<file path="config.mk">
export PLATFORM = sky130hd
export DESIGN_NAME = arbiter_pamieci_danych_flat
export DESIGN_NICKNAME = d
export VERILOG_FILES = /design/src/rtl/arbiter_pamieci_danych_if.sv /design/src/rtl/arbiter_pamieci_danych.sv /design/src/flat_wrapper.sv
export SDC_FILE = /design/constraint.sdc
export NUM_CORES = 1
export LEC_CHECK = 0
export ABC_CLOCK_PERIOD_IN_PS = 3640
export CELL_PAD_IN_SITES_DETAIL_PLACEMENT = 0
export CELL_PAD_IN_SITES_GLOBAL_PLACEMENT = 1
export CORE_MARGIN = 2
export CORE_UTILIZATION = 29
export DETAILED_ROUTE_END_ITERATION = 10
export PLACE_DENSITY = 0.89
export SYNTH_ARGS = -nofsm -noshare
export SYNTH_HDL_FRONTEND = slang
export SYNTH_SLANG_ARGS = --single-unit
</file>
<file path="constraint.sdc">
create_clock -name i_clk -period 3.64 [get_ports i_clk]
set_input_delay 0.91 -clock i_clk [delete_from_list [all_inputs] [get_ports i_clk]]
set_output_delay 0.91 -clock i_clk [all_outputs]
set_load 0.01 [all_outputs]
</file>
<file path="src/rtl/arbiter_pamieci_danych_if.sv">
// One requester port of the data-memory arbiter: request/write/lock/address/data
// towards the arbiter, same-cycle grant and 1-cycle registered read data back.
interface arbiter_pamieci_danych_if #(
    parameter int ADDR_W = 8,
    parameter int DATA_W = 8
);
    logic              req;
    logic              we;
    logic              lock;
    logic [ADDR_W-1:0] adr;
    logic [DATA_W-1:0] wdat;
    logic              gnt;
    logic [DATA_W-1:0] rdat;
    logic              rvld;

    modport master (
        output req, we, lock, adr, wdat,
        input  gnt, rdat, rvld
    );

    modport slave (
        input  req, we, lock, adr, wdat,
        output gnt, rdat, rvld
    );
endinterface

</file>
<file path="src/rtl/arbiter_pamieci_danych.sv">
// Shares single-port pamiec_data between CPU (priority) and AUX with starvation guard and bounded lock.
// Grant and memory access in the same cycle, read data 1 cycle later; a loser simply stays un-granted.
module arbiter_pamieci_danych #(
    parameter int ADDR_W   = 8,
    parameter int DATA_W   = 8,
    parameter int MAX_WAIT = 4,
    parameter int LOCK_MAX = 8
) (
    input  logic                 i_clk,
    input  logic                 i_rst,
    arbiter_pamieci_danych_if.slave cpu_if,
    arbiter_pamieci_danych_if.slave aux_if,
    output logic                 o_mem_wr,
    output logic [ADDR_W-1:0]    o_mem_adr,
    output logic [DATA_W-1:0]    o_mem_wdat,
    input  logic [DATA_W-1:0]    i_mem_rdat,
    output logic [7:0]           o_konflikty
);
    localparam int WW = $clog2(MAX_WAIT + 1);
    localparam int LW = $clog2(LOCK_MAX + 1);
    localparam logic [WW-1:0] WAIT_TOP = WW'(MAX_WAIT);
    localparam logic [LW-1:0] LOCK_TOP = LW'(LOCK_MAX);

    typedef enum logic [1:0] {S_IDLE, S_OWN_CPU, S_OWN_AUX} state_t;

    state_t            r_state;
    state_t            w_state_nxt;
    logic [LW-1:0]     r_lock_cnt;
    logic [LW-1:0]     w_lock_nxt;
    logic [WW-1:0]     r_wait_cnt;
    logic [7:0]        r_konflikty;
    logic [DATA_W-1:0] r_rdat_cpu;
    logic [DATA_W-1:0] r_rdat_aux;
    logic              r_rvld_cpu;
    logic              r_rvld_aux;
    logic              w_hold_cpu;
    logic              w_hold_aux;
    logic              w_gnt_cpu;
    logic              w_gnt_aux;

    always_ff @(posedge i_clk) begin
        if (i_rst) begin
            r_state    <= S_IDLE;
            r_lock_cnt <= '0;
        end else begin
            r_state    <= w_state_nxt;
            r_lock_cnt <= w_lock_nxt;
        end
    end

    always_comb begin
        w_state_nxt = S_IDLE;
        w_lock_nxt  = '0;
        if (w_gnt_cpu && cpu_if.lock) begin
            w_state_nxt = S_OWN_CPU;
        end else if (w_gnt_aux && aux_if.lock) begin
            w_state_nxt = S_OWN_AUX;
        end
        // A fresh ownership (including a re-win after LOCK_MAX) restarts at 1.
        if (w_state_nxt != S_IDLE) begin
            w_lock_nxt = (w_hold_cpu || w_hold_aux) ? r_lock_cnt + LW'(1) : LW'(1);
        end
    end

    always_comb begin
        w_hold_cpu = (r_state == S_OWN_CPU) && cpu_if.req && (r_lock_cnt < LOCK_TOP);
        w_hold_aux = (r_state == S_OWN_AUX) && aux_if.req && (r_lock_cnt < LOCK_TOP);
        w_gnt_cpu  = 1'b0;
        w_gnt_aux  = 1'b0;
        o_mem_wr   = 1'b0;
        o_mem_adr  = '0;
        o_mem_wdat = '0;
        if (i_rst) begin
            w_gnt_cpu = 1'b0;
        end else if (w_hold_cpu) begin
            w_gnt_cpu = 1'b1;
        end else if (w_hold_aux) begin
            w_gnt_aux = 1'b1;
        end else if (aux_if.req && (!cpu_if.req || r_wait_cnt == WAIT_TOP)) begin
            w_gnt_aux = 1'b1;
        end else if (cpu_if.req) begin
            w_gnt_cpu = 1'b1;
        end
        if (w_gnt_cpu) begin
            o_mem_wr   = cpu_if.we;
            o_mem_adr  = cpu_if.adr;
            o_mem_wdat = cpu_if.wdat;
        end else if (w_gnt_aux) begin
            o_mem_wr   = aux_if.we;
            o_mem_adr  = aux_if.adr;
            o_mem_wdat = aux_if.wdat;
        end
    end

    always_ff @(posedge i_clk) begin
        if (i_rst) begin
            r_wait_cnt  <= '0;
            r_konflikty <= '0;
            r_rdat_cpu  <= '0;
            r_rdat_aux  <= '0;
            r_rvld_cpu  <= 1'b0;
            r_rvld_aux  <= 1'b0;
        end else begin
            if (aux_if.req && !w_gnt_aux) begin
                r_wait_cnt <= (r_wait_cnt == WAIT_TOP) ? r_wait_cnt : r_wait_cnt + WW'(1);
            end else begin
                r_wait_cnt <= '0;
            end
            if (cpu_if.req && aux_if.req && r_konflikty != 8'hFF) begin
                r_konflikty <= r_konflikty + 8'd1;
            end
            r_rvld_cpu <= w_gnt_cpu && !cpu_if.we;
            r_rvld_aux <= w_gnt_aux && !aux_if.we;
            if (w_gnt_cpu && !cpu_if.we) begin
                r_rdat_cpu <= i_mem_rdat;
            end
            if (w_gnt_aux && !aux_if.we) begin
                r_rdat_aux <= i_mem_rdat;
            end
        end
    end

    // Reset landing right after a read grant must hide that pending response.
    assign cpu_if.gnt  = w_gnt_cpu;
    assign aux_if.gnt  = w_gnt_aux;
    assign cpu_if.rvld = r_rvld_cpu && !i_rst;
    assign aux_if.rvld = r_rvld_aux && !i_rst;
    assign cpu_if.rdat = i_rst ? '0 : r_rdat_cpu;
    assign aux_if.rdat = i_rst ? '0 : r_rdat_aux;
    assign o_konflikty = r_konflikty;
endmodule
</file>
<file path="src/flat_wrapper.sv">
// flat-port wrapper written by rule: the top's interface ports become plain ports
module arbiter_pamieci_danych_flat 
#(
    parameter int ADDR_W   = 8,
    parameter int DATA_W   = 8,
    parameter int MAX_WAIT = 4,
    parameter int LOCK_MAX = 8
)
  (i_clk, i_rst, o_mem_wr, o_mem_adr, o_mem_wdat, i_mem_rdat, o_konflikty, cpu_if_req, cpu_if_we, cpu_if_lock, cpu_if_adr, cpu_if_wdat, cpu_if_gnt, cpu_if_rdat, cpu_if_rvld, aux_if_req, aux_if_we, aux_if_lock, aux_if_adr, aux_if_wdat, aux_if_gnt, aux_if_rdat, aux_if_rvld);
  arbiter_pamieci_danych_if #(.ADDR_W(ADDR_W), .DATA_W(DATA_W)) cpu_if_i ();
  arbiter_pamieci_danych_if #(.ADDR_W(ADDR_W), .DATA_W(DATA_W)) aux_if_i ();
  input  logic i_clk;
  input  logic i_rst;
  output logic o_mem_wr;
  output logic [ADDR_W-1:0] o_mem_adr;
  output logic [DATA_W-1:0] o_mem_wdat;
  input  logic [DATA_W-1:0] i_mem_rdat;
  output logic [7:0] o_konflikty;
  input wire logic [$bits(cpu_if_i.req)-1:0] cpu_if_req;
  input wire logic [$bits(cpu_if_i.we)-1:0] cpu_if_we;
  input wire logic [$bits(cpu_if_i.lock)-1:0] cpu_if_lock;
  input wire logic [$bits(cpu_if_i.adr)-1:0] cpu_if_adr;
  input wire logic [$bits(cpu_if_i.wdat)-1:0] cpu_if_wdat;
  output wire logic [$bits(cpu_if_i.gnt)-1:0] cpu_if_gnt;
  output wire logic [$bits(cpu_if_i.rdat)-1:0] cpu_if_rdat;
  output wire logic [$bits(cpu_if_i.rvld)-1:0] cpu_if_rvld;
  input wire logic [$bits(aux_if_i.req)-1:0] aux_if_req;
  input wire logic [$bits(aux_if_i.we)-1:0] aux_if_we;
  input wire logic [$bits(aux_if_i.lock)-1:0] aux_if_lock;
  input wire logic [$bits(aux_if_i.adr)-1:0] aux_if_adr;
  input wire logic [$bits(aux_if_i.wdat)-1:0] aux_if_wdat;
  output wire logic [$bits(aux_if_i.gnt)-1:0] aux_if_gnt;
  output wire logic [$bits(aux_if_i.rdat)-1:0] aux_if_rdat;
  output wire logic [$bits(aux_if_i.rvld)-1:0] aux_if_rvld;
  assign cpu_if_i.req = cpu_if_req;
  assign cpu_if_i.we = cpu_if_we;
  assign cpu_if_i.lock = cpu_if_lock;
  assign cpu_if_i.adr = cpu_if_adr;
  assign cpu_if_i.wdat = cpu_if_wdat;
  assign cpu_if_gnt = cpu_if_i.gnt;
  assign cpu_if_rdat = cpu_if_i.rdat;
  assign cpu_if_rvld = cpu_if_i.rvld;
  assign aux_if_i.req = aux_if_req;
  assign aux_if_i.we = aux_if_we;
  assign aux_if_i.lock = aux_if_lock;
  assign aux_if_i.adr = aux_if_adr;
  assign aux_if_i.wdat = aux_if_wdat;
  assign aux_if_gnt = aux_if_i.gnt;
  assign aux_if_rdat = aux_if_i.rdat;
  assign aux_if_rvld = aux_if_i.rvld;
  arbiter_pamieci_danych #(.ADDR_W(ADDR_W), .DATA_W(DATA_W), .MAX_WAIT(MAX_WAIT), .LOCK_MAX(LOCK_MAX)) u_core (.i_clk(i_clk), .i_rst(i_rst), .cpu_if(cpu_if_i), .aux_if(aux_if_i), .o_mem_wr(o_mem_wr), .o_mem_adr(o_mem_adr), .o_mem_wdat(o_mem_wdat), .i_mem_rdat(i_mem_rdat), .o_konflikty(o_konflikty));
endmodule
</file>
==> results of run 1 <==
[worst min-delay path, delay by kind of cell, from the launching register on]
family	cells	cell delay [ps]
AOI/OAI and AO/OA	1	40
DFF	1	320
and+or+nand+nor	1	70
[report_power, final]
part           internal (uW)  switching [uW]  leakage (uW)
sequential               396            5.07      0.000285
clock                    148             132     0.0000470
combinational            118            62.5      0.000821
[what timing repair did]
action | CTS | global route
setup endpoints to repair | 17 | 0
hold endpoints to repair | 0 | 0
gates resized for setup | 4 | 0
[cell type report]
class,instances,area share [%]
clock buffer,6,2.87
clock inverter,1,0.174
inverter,6,0.782
multi-input combinational,124,32.5
sequential,35,24.3
tap,72,3.13
timing repair buffer,102,36.2
[layer usage]
metal | vias up | global-route usage (%) | wire (um)
met1 | 737 | 14.6 | 1800
met3 | 7 | 7.35 | 668
met2 | 90 | 23.8 | 2110
met4 | 0 | 4.07 | 51
met5 | - | 0 | 0
li1 | 813 | - | -
[path summary, 6_finish.rpt]
kind,cells past startpoint,end,slack [ps]
hold / removal,2,u_core.r_lock_cnt[3],460
setup / recovery,6,o_mem_wdat[2],100
setup reg to reg,6,u_core.r_rdat_cpu[2],1490
hold reg to reg,2,u_core.r_lock_cnt[3],460
[through the flow]
| step | cells | worst slack (ps) | total power [uW] | setup TNS, ps |
|---|---|---|---|---|
| finish | 346 | 100 | 862 | 0 |
| global route | 346 | 44.3 | 902 | 0 |
| CTS | 346 | 97.9 | 877 | 0 |
| detailed placement | 338 | -76.5 | 585 | -613 |
| global placement | 338 | -42.7 | 583 | -199 |
| floorplan | 171 | 742 | 472 | 0 |
[flip-flops by register name (all words and copies together) (netlist names)]
register            count
u_core.o_konflikty      8
u_core.r_rdat_aux       8
u_core.r_rdat_cpu       8
u_core.r_lock_cnt       4
u_core.r_wait_cnt       3
u_core.r_state          2
u_core.r_rvld_aux       1
u_core.r_rvld_cpu       1
[placed cells by master (no fill, tap or decap), types with 2 or more instances in the layout]
master           synthesis  layout
o21ai_0                  2       2
nand3_1                  5       5
mux2_2                  16      16
nor2_1                  10      10
ha_1                     4       4
o211ai_1                 4       4
a21oi_1                  6       6
nand2b_1                 3       3
xor2_1                   4       4
clkbuf_8                 0       6
dfxtp_1                 35      35
a22o_1                  17      17
inv_1                    6       6
clkdlybuf4s50_1          0      90
nor2b_1                 20      20
and3_1                   2       2
buf_4                    0       7
dlygate4sd2_1            0       2
nand2_1                 11      11
nand4_1                  2       2
buf_12                   0       2
nand3b_1                 2       2
mux2i_1                  3       3
[cell families after synthesis]
kind of cell | Yosys count | synth area share, %
AO/OA/AOI/OAI | 34 | 17.0
XOR/XNOR | 5 | 2.62
adder cells (fa/ha/maj) | 4 | 2.99
buffers and inverters | 12 | 2.99
flip-flops | 35 | 41.9
multiplexers | 19 | 12.6
AND/OR/NAND/NOR | 62 | 20.0
==> results.md, run 1 <==
- Outcome: complete, no violations
- CP startpoint kind: input port
- CP cell instances: dlygate4sd2_1 -> or2b_1 -> a31oi_4 -> bufbuf_16 -> a22o_1 -> clkdlybuf4s50_1
- Cell count after synthesis: 171
- Core area: 5540 sq um
- VDD IR max: 0.000236 V
- Clock skew: 6.72 ps
- Cell chosen for the clock root: clkbuf_8
- Initial drt markers: 60
- Max Fclk: 283 MHz
- Cell area power density: 299 nW/um^2
- DR WL/cell: 13.4 um
- Largest net degree at the start of global routing: 19
- Chip Width: 80.0 um
- Least-Margin Pin Slew: 619 ps
- Count leader, synth: dfxtp_1
- Detail Route Antenna Nets: 0
- Final worst path period share: 97.2%
- DP Wirelength: 3550 um
- Dominant cell type by area after synthesis: dfxtp_1
- Vias in the first global route: 1468
- Max Transition Viols Final: 0
- Post-synth top flop: dfxtp_1
- Synthesized area: 1670 sq um
- P_leak: 0.00115 uW
- Top delay family on crit path: buffers and inverters
- Tot GR Track Use: 13.8%
- Clk sinks: 35
- Multi-input logic area: 935 sq um
- Slew margin rel.: 58.7%
- Min cycle time layout: 3540 ps
- Top cells by area, synth: dfxtp_1, mux2_2, a22o_1
- Reg clk slew, reported paths: 70 ps
- Hold path start: u_core.r_lock_cnt[1]
- Layout cells sized above 1: 13.5%
- Total global routing overflow: 0
- Starting Density: 30.2%
- Vias per std cell: 4.76
- Yosys cell types: 32
- DRT Wirelength: 4630 um
- Flops & latches, synth: 35
- Worst Setup End Kind: output pin
- Cell area after layout: 2880 sq um
- Port Buf Inserts: 92
- CP arrival: 2630 ps
- Longest Clk Path Bufs: 2
- Hold Buf Count CTS: 0
- Top-area cell type share of the netlist area: 41.9%
- Clock latency at the later pin of the worst-skew pair: 280 ps
- Register area: 701 sq um
- CTS tree: built
- Cell Area, Placed: 2750 sq um
- Sequential share of the synthesized area: 41.9%
- Slowest CP cell: clkdlybuf4s50_1
- Total iterations of the first detailed-routing run: 4
- Layout net count: 326
- WP buf/inv: 3
- GPL Wtd Cong: 0.785
- Initial antenna violation count: 0
- Crit-path max FO: 9
- Vias after detailed routing: 1647
- CTS H-tree lvls: 2
- Layout Utilization: 52.0%
- CP startpoint: i_rst
- CTS buffer count: 5
- # Max-Cap Violations: 0
- Diode count: 0
- Post-CTS Setup Bufs: 0
- IO Count: 93
- Fillcell total: 519
- Crit path kind: in -> out
- P&R area growth vs syn: 72.0%
- Net Count, Synth: 223
- FP Rows: 27
- RSZ-0062 raised after global routing: false
- FFs w/ async S/R, synth: 0%
- Die H: 80.0 um
- First-pass GRT wire length: 6840 um
- Hold slack: 460 ps
- Hold Path Class: reg -> reg
- Post-synth top cells: dfxtp_1, nor2b_1, a22o_1
- Residual DRC count: 0
- Ys Warns: 0
- Reg-to-reg critical path startpoint: u_core.r_wait_cnt[0]
- Slowest Stage Delay on Critical Path: 530 ps
- CP required: 2730 ps
- Number of flops mapped to enable cells by yosys: 0
- DIE AREA: 6400 sq um
- Hold Vio Cnt, Final: 0
- Setup-failing EPs final: 0
- Synthesized area per cell: 9.79 sq um
Note: power is estimated with default switching activity, not from simulation.
==> run 2, diff against run 1 <==
--- a/config.mk
+++ b/config.mk
@@ -6,6 +6,7 @@
 export NUM_CORES = 1
 export LEC_CHECK = 0
 export ABC_CLOCK_PERIOD_IN_PS = 3640
+export CAP_MARGIN = 0
 export CELL_PAD_IN_SITES_DETAIL_PLACEMENT = 0
 export CELL_PAD_IN_SITES_GLOBAL_PLACEMENT = 1
 export CORE_MARGIN = 2
==> results of run 2 <==
No change in the layout: final DEF, timing and power equal those of run 1.
